[src/rtl/udma_evt_collector.sv]
// Event collector for the uDMA control stage: per-source saturating pending counters,
// drained round-robin onto a single 8-bit valid/ready event stream.
module udma_evt_collector #(
  parameter int unsigned N_SRC       = 16,
  parameter int unsigned CNT_W       = 2,
  parameter int unsigned EVT_ID_BASE = 0
) (
  input  logic             clk_i,
  input  logic             rstn_i,
  input  logic [N_SRC-1:0] evt_i,
  input  logic [N_SRC-1:0] evt_mask_i,
  output logic             event_valid_o,
  output logic [7:0]       event_data_o,
  input  logic             event_ready_i,
  output logic [N_SRC-1:0] ovf_o,
  input  logic [N_SRC-1:0] ovf_clr_i,
  output logic             pending_o
);

  localparam int unsigned      PTR_W    = (N_SRC > 1) ? $clog2(N_SRC) : 1;
  localparam logic [CNT_W-1:0] CNT_MAX  = '1;
  localparam logic [PTR_W-1:0] LAST_IDX = PTR_W'(N_SRC - 1);
  localparam logic [7:0]       ID_BASE  = 8'(EVT_ID_BASE);

  logic [CNT_W-1:0] cnt_q [N_SRC];
  logic [CNT_W-1:0] cnt_d [N_SRC];
  logic [N_SRC-1:0] cnt_nz;
  logic [N_SRC-1:0] inc_vec;
  logic [N_SRC-1:0] dec_vec;
  logic [N_SRC-1:0] ovf_q;
  logic [N_SRC-1:0] ovf_d;
  logic [PTR_W-1:0] r_ptr_q;
  logic             valid_q;
  logic [7:0]       data_q;
  logic             slot_free;
  logic             gnt_found;
  logic             gnt_vld;
  logic [PTR_W-1:0] gnt_idx;

  always_comb begin
    for (int i = 0; i < N_SRC; i++) cnt_nz[i] = (cnt_q[i] != '0);
  end

  assign inc_vec   = evt_i & evt_mask_i;
  assign slot_free = ~valid_q | event_ready_i;
  assign gnt_vld   = slot_free & gnt_found;

  // Round-robin search starting at r_ptr_q; only registered counters are eligible,
  // so a pulse arriving this cycle cannot be granted before the next one.
  // NOTE: every always_comb output gets a default first so no path leaves it unassigned (no latch).
  always_comb begin
    gnt_found = 1'b0;
    gnt_idx   = '0;
    for (int k = 0; k < N_SRC; k++) begin
      int cand;
      cand = int'(r_ptr_q) + k;
      if (cand >= int'(N_SRC)) cand = cand - int'(N_SRC);
      if (!gnt_found && cnt_nz[cand]) begin
        gnt_found = 1'b1;
        gnt_idx   = PTR_W'(cand);
      end
    end
  end

  // Saturating counters: a simultaneous increment and grant cancel out, even at max,
  // so overflow is only flagged when an event really has nowhere to go.
  always_comb begin
    for (int i = 0; i < N_SRC; i++) begin
      dec_vec[i] = gnt_vld && (gnt_idx == PTR_W'(i));
      cnt_d[i]   = cnt_q[i];
      ovf_d[i]   = ovf_q[i] & ~ovf_clr_i[i];
      if (inc_vec[i] && !dec_vec[i]) begin
        if (cnt_q[i] == CNT_MAX) ovf_d[i] = 1'b1;
        else                     cnt_d[i] = cnt_q[i] + 1'b1;
      end else if (dec_vec[i] && !inc_vec[i]) begin
        cnt_d[i] = cnt_q[i] - 1'b1;
      end
    end
  end

  // NOTE: sequential state uses non-blocking assignments so every register samples pre-edge values.
  always_ff @(posedge clk_i) begin
    if (!rstn_i) begin
      // NOTE: the counter array is reset explicitly; stale counts would replay discarded events.
      for (int i = 0; i < N_SRC; i++) cnt_q[i] <= '0;
      ovf_q   <= '0;
      r_ptr_q <= '0;
      valid_q <= 1'b0;
      data_q  <= '0;
    end else begin
      cnt_q <= cnt_d;
      ovf_q <= ovf_d;
      if (slot_free) begin
        valid_q <= gnt_found;
        if (gnt_found) begin
          data_q  <= ID_BASE + 8'(gnt_idx);
          r_ptr_q <= (gnt_idx == LAST_IDX) ? '0 : gnt_idx + 1'b1;
        end
      end
    end
  end

  assign event_valid_o = valid_q;
  assign event_data_o  = data_q;
  assign ovf_o         = ovf_q;
  assign pending_o     = |cnt_nz;

endmodule

[config.mk]
export PLATFORM = sky130hd
export DESIGN_NAME = udma_evt_collector
export DESIGN_NICKNAME = d
export VERILOG_FILES = /design/src/rtl/udma_evt_collector.sv
export SDC_FILE = /design/constraint.sdc
export NUM_CORES = 1
export LEC_CHECK = 0
export BUFFER_PORTS_ARGS = -buffer_cell sky130_fd_sc_hd__buf_2
export CORE_MARGIN = 8
export CORE_UTILIZATION = 35
export DETAILED_ROUTE_END_ITERATION = 6
export PLACE_DENSITY_LB_ADDON = 0.1
export RECOVER_POWER = 100
export SLEW_MARGIN = 0
export SYNTH_ARGS = -nofsm -noshare
export SYNTH_HDL_FRONTEND = slang
export SYNTH_SLANG_ARGS = --single-unit
[constraint.sdc]
create_clock -name clk_i -period 8.11 [get_ports clk_i]
set_input_delay 1.2165 -clock clk_i [delete_from_list [all_inputs] [get_ports clk_i]]
set_output_delay 1.2165 -clock clk_i [all_outputs]
set_load 0.005 [all_outputs]
Yosys cells after proc, flatten, opt, wreduce, memory -nomap -nowiden:

Index checks and enable logic that the tools add are counted.

* flip-flop bits (word level): 57
* output and inout port bits: 26

* reduce and logical (&&, ||, !) cells: 161
* muxes and demuxes: 177
* bitwise operators: 36
* add/sub/neg operators: 64
* order comparisons: 32
* eq/ne operators: 47

Operators by type and width (count)
* $lt A32 B6 Y1 const B: 16
* $mux W32: 16
* $mux W2: 48
* $sub A5 B5 Y6 const B: 15
* $mux W1: 80
* $ge A5 B5 Y1 const B: 15
* $mux W4: 17
* $bmux W1 S4: 16
* $reduce_bool A2 Y1: 32
* $logic_and A1 B1 Y1: 63
* $logic_not A1 Y1: 47
* $add A4 B4 Y5 const B: 8
* $reduce_and A2 Y1: 17
* $add A2 B1 Y2 const B: 16
* $eq A2 B2 Y1 const B: 16
* $eq A4 B4 Y1 const B: 8
* $ne A2 B2 Y1 const B: 16
* $sub A2 B1 Y2 const B: 16
* $add A4 B3 Y5 const B: 4
* $and A1 B1 Y1: 17
* $not A1 Y1: 17
* $and A16 B16 Y16: 1
* $eq A4 B3 Y1 const B: 4
* $reduce_or A16 Y1: 1
* other kinds (9): 11

Longest topological paths before layout:

* depth after elaboration: 57
* gate-level depth with buffers: 23
* mapped depth without buffers: 18

Least setup slack after synthesis:

Ideal clock, no wire load.

* path type: reg-to-reg
* start point: register r_ptr_q[1]
* end point: register cnt_q[1] (netlist name)
* period minus slack after synthesis: 5.432 ns
* arrival time: 5.299 ns
* library setup time: 0.133 ns
* stages on the path, launching flop included: 22
* slack: 2.678 ns
* path buffers: 4
* path through: dfxtp_1 > buf_2 > inv_1 > buf_2 > clkbuf_1 > ha_1 > nor4bb_1 > or4_1 > mux4_2 > o211a_2 > nand4_4 > buf_6 > and3b_1 > a31o_2 > a221o_1 > o21ai_1 > ha_1 > nand2_1 > nor2_1 > and3_1 > mux2i_1 > a21oi_1

* longest elaborated chain between the ends: 57
* elaborated cells between the ends (all ways): 183
* those cells by class: add/sub: 31; order compare: 16; eq/ne: 2; mux: 97; bitwise: 1; reduce/logical: 36

Ends and longest elaborated chain
* start, declared: line 32 `logic [PTR_W-1:0] r_ptr_q;`
* start signal, assigned: line 97 `r_ptr_q <= (gnt_idx == LAST_IDX) ? '0 : gnt_idx + 1'b1;`
* branches (longest 50 deep; another with $sub A5 B5 Y6)
* $mux W4 (*): line 58 `if (!gnt_found && cnt_nz[cand]) begin`
* net gnt_idx[1]: line 38 `logic [PTR_W-1:0] gnt_idx;`
* $eq A4 B4 Y1 (*): line 69 `dec_vec[i] = gnt_vld && (gnt_idx == PTR_W'(i));`
* $logic_and A1 B1 Y1 (*): line 69
* $logic_not A1 Y1: line 72 `if (inc_vec[i] && !dec_vec[i]) begin`
* $logic_and A1 B1 Y1: line 72
* $ne A2 B2 Y1 (no line) / $reduce_bool A2 Y1 (equally long branches)
* $reduce_and A2 Y1 (no line)
* end signal, assigned: line 91 `cnt_q <= cnt_d;`
* end, declared: line 25 `logic [CNT_W-1:0] cnt_q [N_SRC];`

Mark *: on every way through the listed nets, which the timed path passes. The select of a mux whose other input is x is not followed.
A chain may end at the register's enable or synchronous reset.

Worst setup path after layout:

* start point: register r_ptr_q[0]
* end point: register cnt_q[1] (netlist name)

The elaborated chain is that of the path after synthesis.

==> out/metrics.cfg <==
[status]
status = finished, final reports clean

[route]
ant_nets = 0
vias = 5816
drtIter0Drc = 510
wl_per_cell_um = 21.15
drc = 0
routed_wl_um = 20320
dr.pass1.iters = 5
drt-vias-per-instance = 6.052

[layout]
final_common_cell = nor2_1
antenna_cells = 0
nets = 799
area_growth_pct = 11.85
drive_gt1_share_pct = 20.11
mostFrequentLayoutCells = nor2_1 (63), dfxtp_1 (57), buf_2 (54)

[clocking]
cts_tree = done
htree_num_levels = 3
ctsResizeCount = 0
insertion_delay_ps = 330
clock_path_buffers = 2
cts_made_buffers = 9
postCtsSetupBuffers = 0
root_buffer = clkbuf_16
clock_sinks = 57
hold_buffers = 0
clk_pin_slew_ps = 50

[timing]
slew_viol_final = 0
clock-skew-final_ps = 9.985
slew_headroom_pct = 23.12
fin_crit_sh_pct = 82.36
fin_crit_ps = 6680
setup_tns_ps = 0
worst_pin_slew_ps = 1153
setup_violations = 0
rsz0062_at_grt = false
hold_viol_final = 0
max_freq_mhz = 149.7

[logic_synthesis]
ys.flop_type = dfxtp_1
synth_edf_count = 0
ys_warn_count = 0
seq_area_frac_synth_pct = 19.47
async_flop_share_pct = 0
ys_seq_elements = 57
avgSynthCellArea_um2 = 8.633
syn_inst = 679
synth.distinct_cells = 89
syn_area_mm2 = 0.005862

[critical_path]
worst-path-max-fanout = 41
critical_path.top_delay_family = simple AND/OR/NAND/NOR gates
required_ps = 8310
start_kind = register
crit_buf_inv = 2
cp_slowest_cell = ha_1
crit_path_max_incr_delay_ps = 900
crit_chain = buf_4 > inv_1 > ha_1 > mux4_2 > mux2i_1 > nand4_1 > and2b_1 > nor2_1 > a221o_1 > o21ai_0 > ha_1 > nand2_1 > nor2_1 > and3_1 > mux2i_1 > a21oi_1
end_kind = register
critPathArrivalTime_ps = 6880
crit_type = reg2reg

[die]
row_count = 47
die-area_mm2 = 0.02115
start_util_pct = 35.60
fp.dieW_um = 145.4
ios = 77
core_area_mm2 = 0.01647
die_h_um = 145.4

[global_route]
antenna_found_initial = 0
first_global_vias = 5598
grt_pass1_wl_um = 31720
grt_use_total_pct = 18.77
gr-total-overflow = 0
grt_max_degree = 42

[worst_hold_path]
hold_class = reg2reg

[placed_design]
dp_hpwl_um = 15550
io_buffers = 72
place.gp.congestion = 0.9228

[flow_run]
cap_violations = 0

[state kept, by name (all words and copies together), names as in the netlist]
name and count:
cnt_q 32, r_ptr_q 4, event_valid_o 1, ovf_o 16, event_data_o 4
[cells by family (layout without fill, tap and decap cells)]
group	count (synthesis)	after routing	share of synthesized area, %
compound gates	198	198	24.44
xor+xnor	13	13	2.263
fa+ha+maj	11	11	2.348
buf+inv	78	137	6.702
flops	57	57	19.47
mux	86	86	22.95
other cells	1	4	0.06397
simple gates	235	235	21.77
[per-stage QoR]
step	hold slack [ps]	cells	setup WS, ps	cell area (um^2)	util [%]
3_3_place_gp	462.0	946	2272	6352	38.58
2_1_floorplan	462.2	682	2678	5873	-
6_report	481.4	961	1430	6556	39.82
5_1_grt	516.2	961	939.9	6556	39.82
4_1_cts	486.4	961	2209	6639	40.32
3_5_place_dp	473.3	946	2220	6352	38.58
[per-layer routing]
layer	wire length [um]	up-vias	share of wire (%)	GRT usage [%]
met5	0	-	0	0
met4	493	0	2.4	6.611
met3	1305	34	6.4	3.638
met2	9603	236	47	30.70
met1	8922	2831	44	24.19
li1	-	2715	-	-
[Yosys cell counts, types with 11 or more instances]
library cell  count  area, um^2
nand2_1          46       172.7
dfxtp_1          57        1141
clkbuf_1         13       48.80
mux4_2           30       675.7
nor3_1           13       65.06
mux2_2           15       168.9
nor2_1           63       236.5
ha_1             11       137.6
buf_2            11       55.05
o21ai_0          31       155.2
inv_1            33       123.9
nand3_1          23       115.1
a21oi_1          46       230.2
mux2i_1          31       310.3
a32oi_1          14       122.6
[final cells by class]
type / count / area [um^2]
tap: 220 / 275.3
inverter: 37 / 138.9
timing repair buffer: 85 / 435.4
multi-input combinational: 547 / 4279
fill: 1720 / 9910
sequential: 57 / 1141
clock buffer: 10 / 229.0
clock inverter: 5 / 57.56
[tightest hold or removal path, stage by stage (launching register included)]
cell,delay [ps]
dfxtp_1,320
a32oi_1,50
nor2_1,70
[path summary, 6_finish.rpt]
kind | startpoint | endpoint | slack [ps] | cells past startpoint
min | ovf_o[0] | ovf_o[0] | 480 | 2
min reg2reg | ovf_o[0] | ovf_o[0] | 480 | 2
max reg2reg | r_ptr_q[0] | cnt_q[1] | 1430 | 16
max | r_ptr_q[0] | cnt_q[1] | 1430 | 16
Power is left out: the tool's default activity adds up to more than one toggle a clock period on the data nets, which glitch-free logic cannot reach.
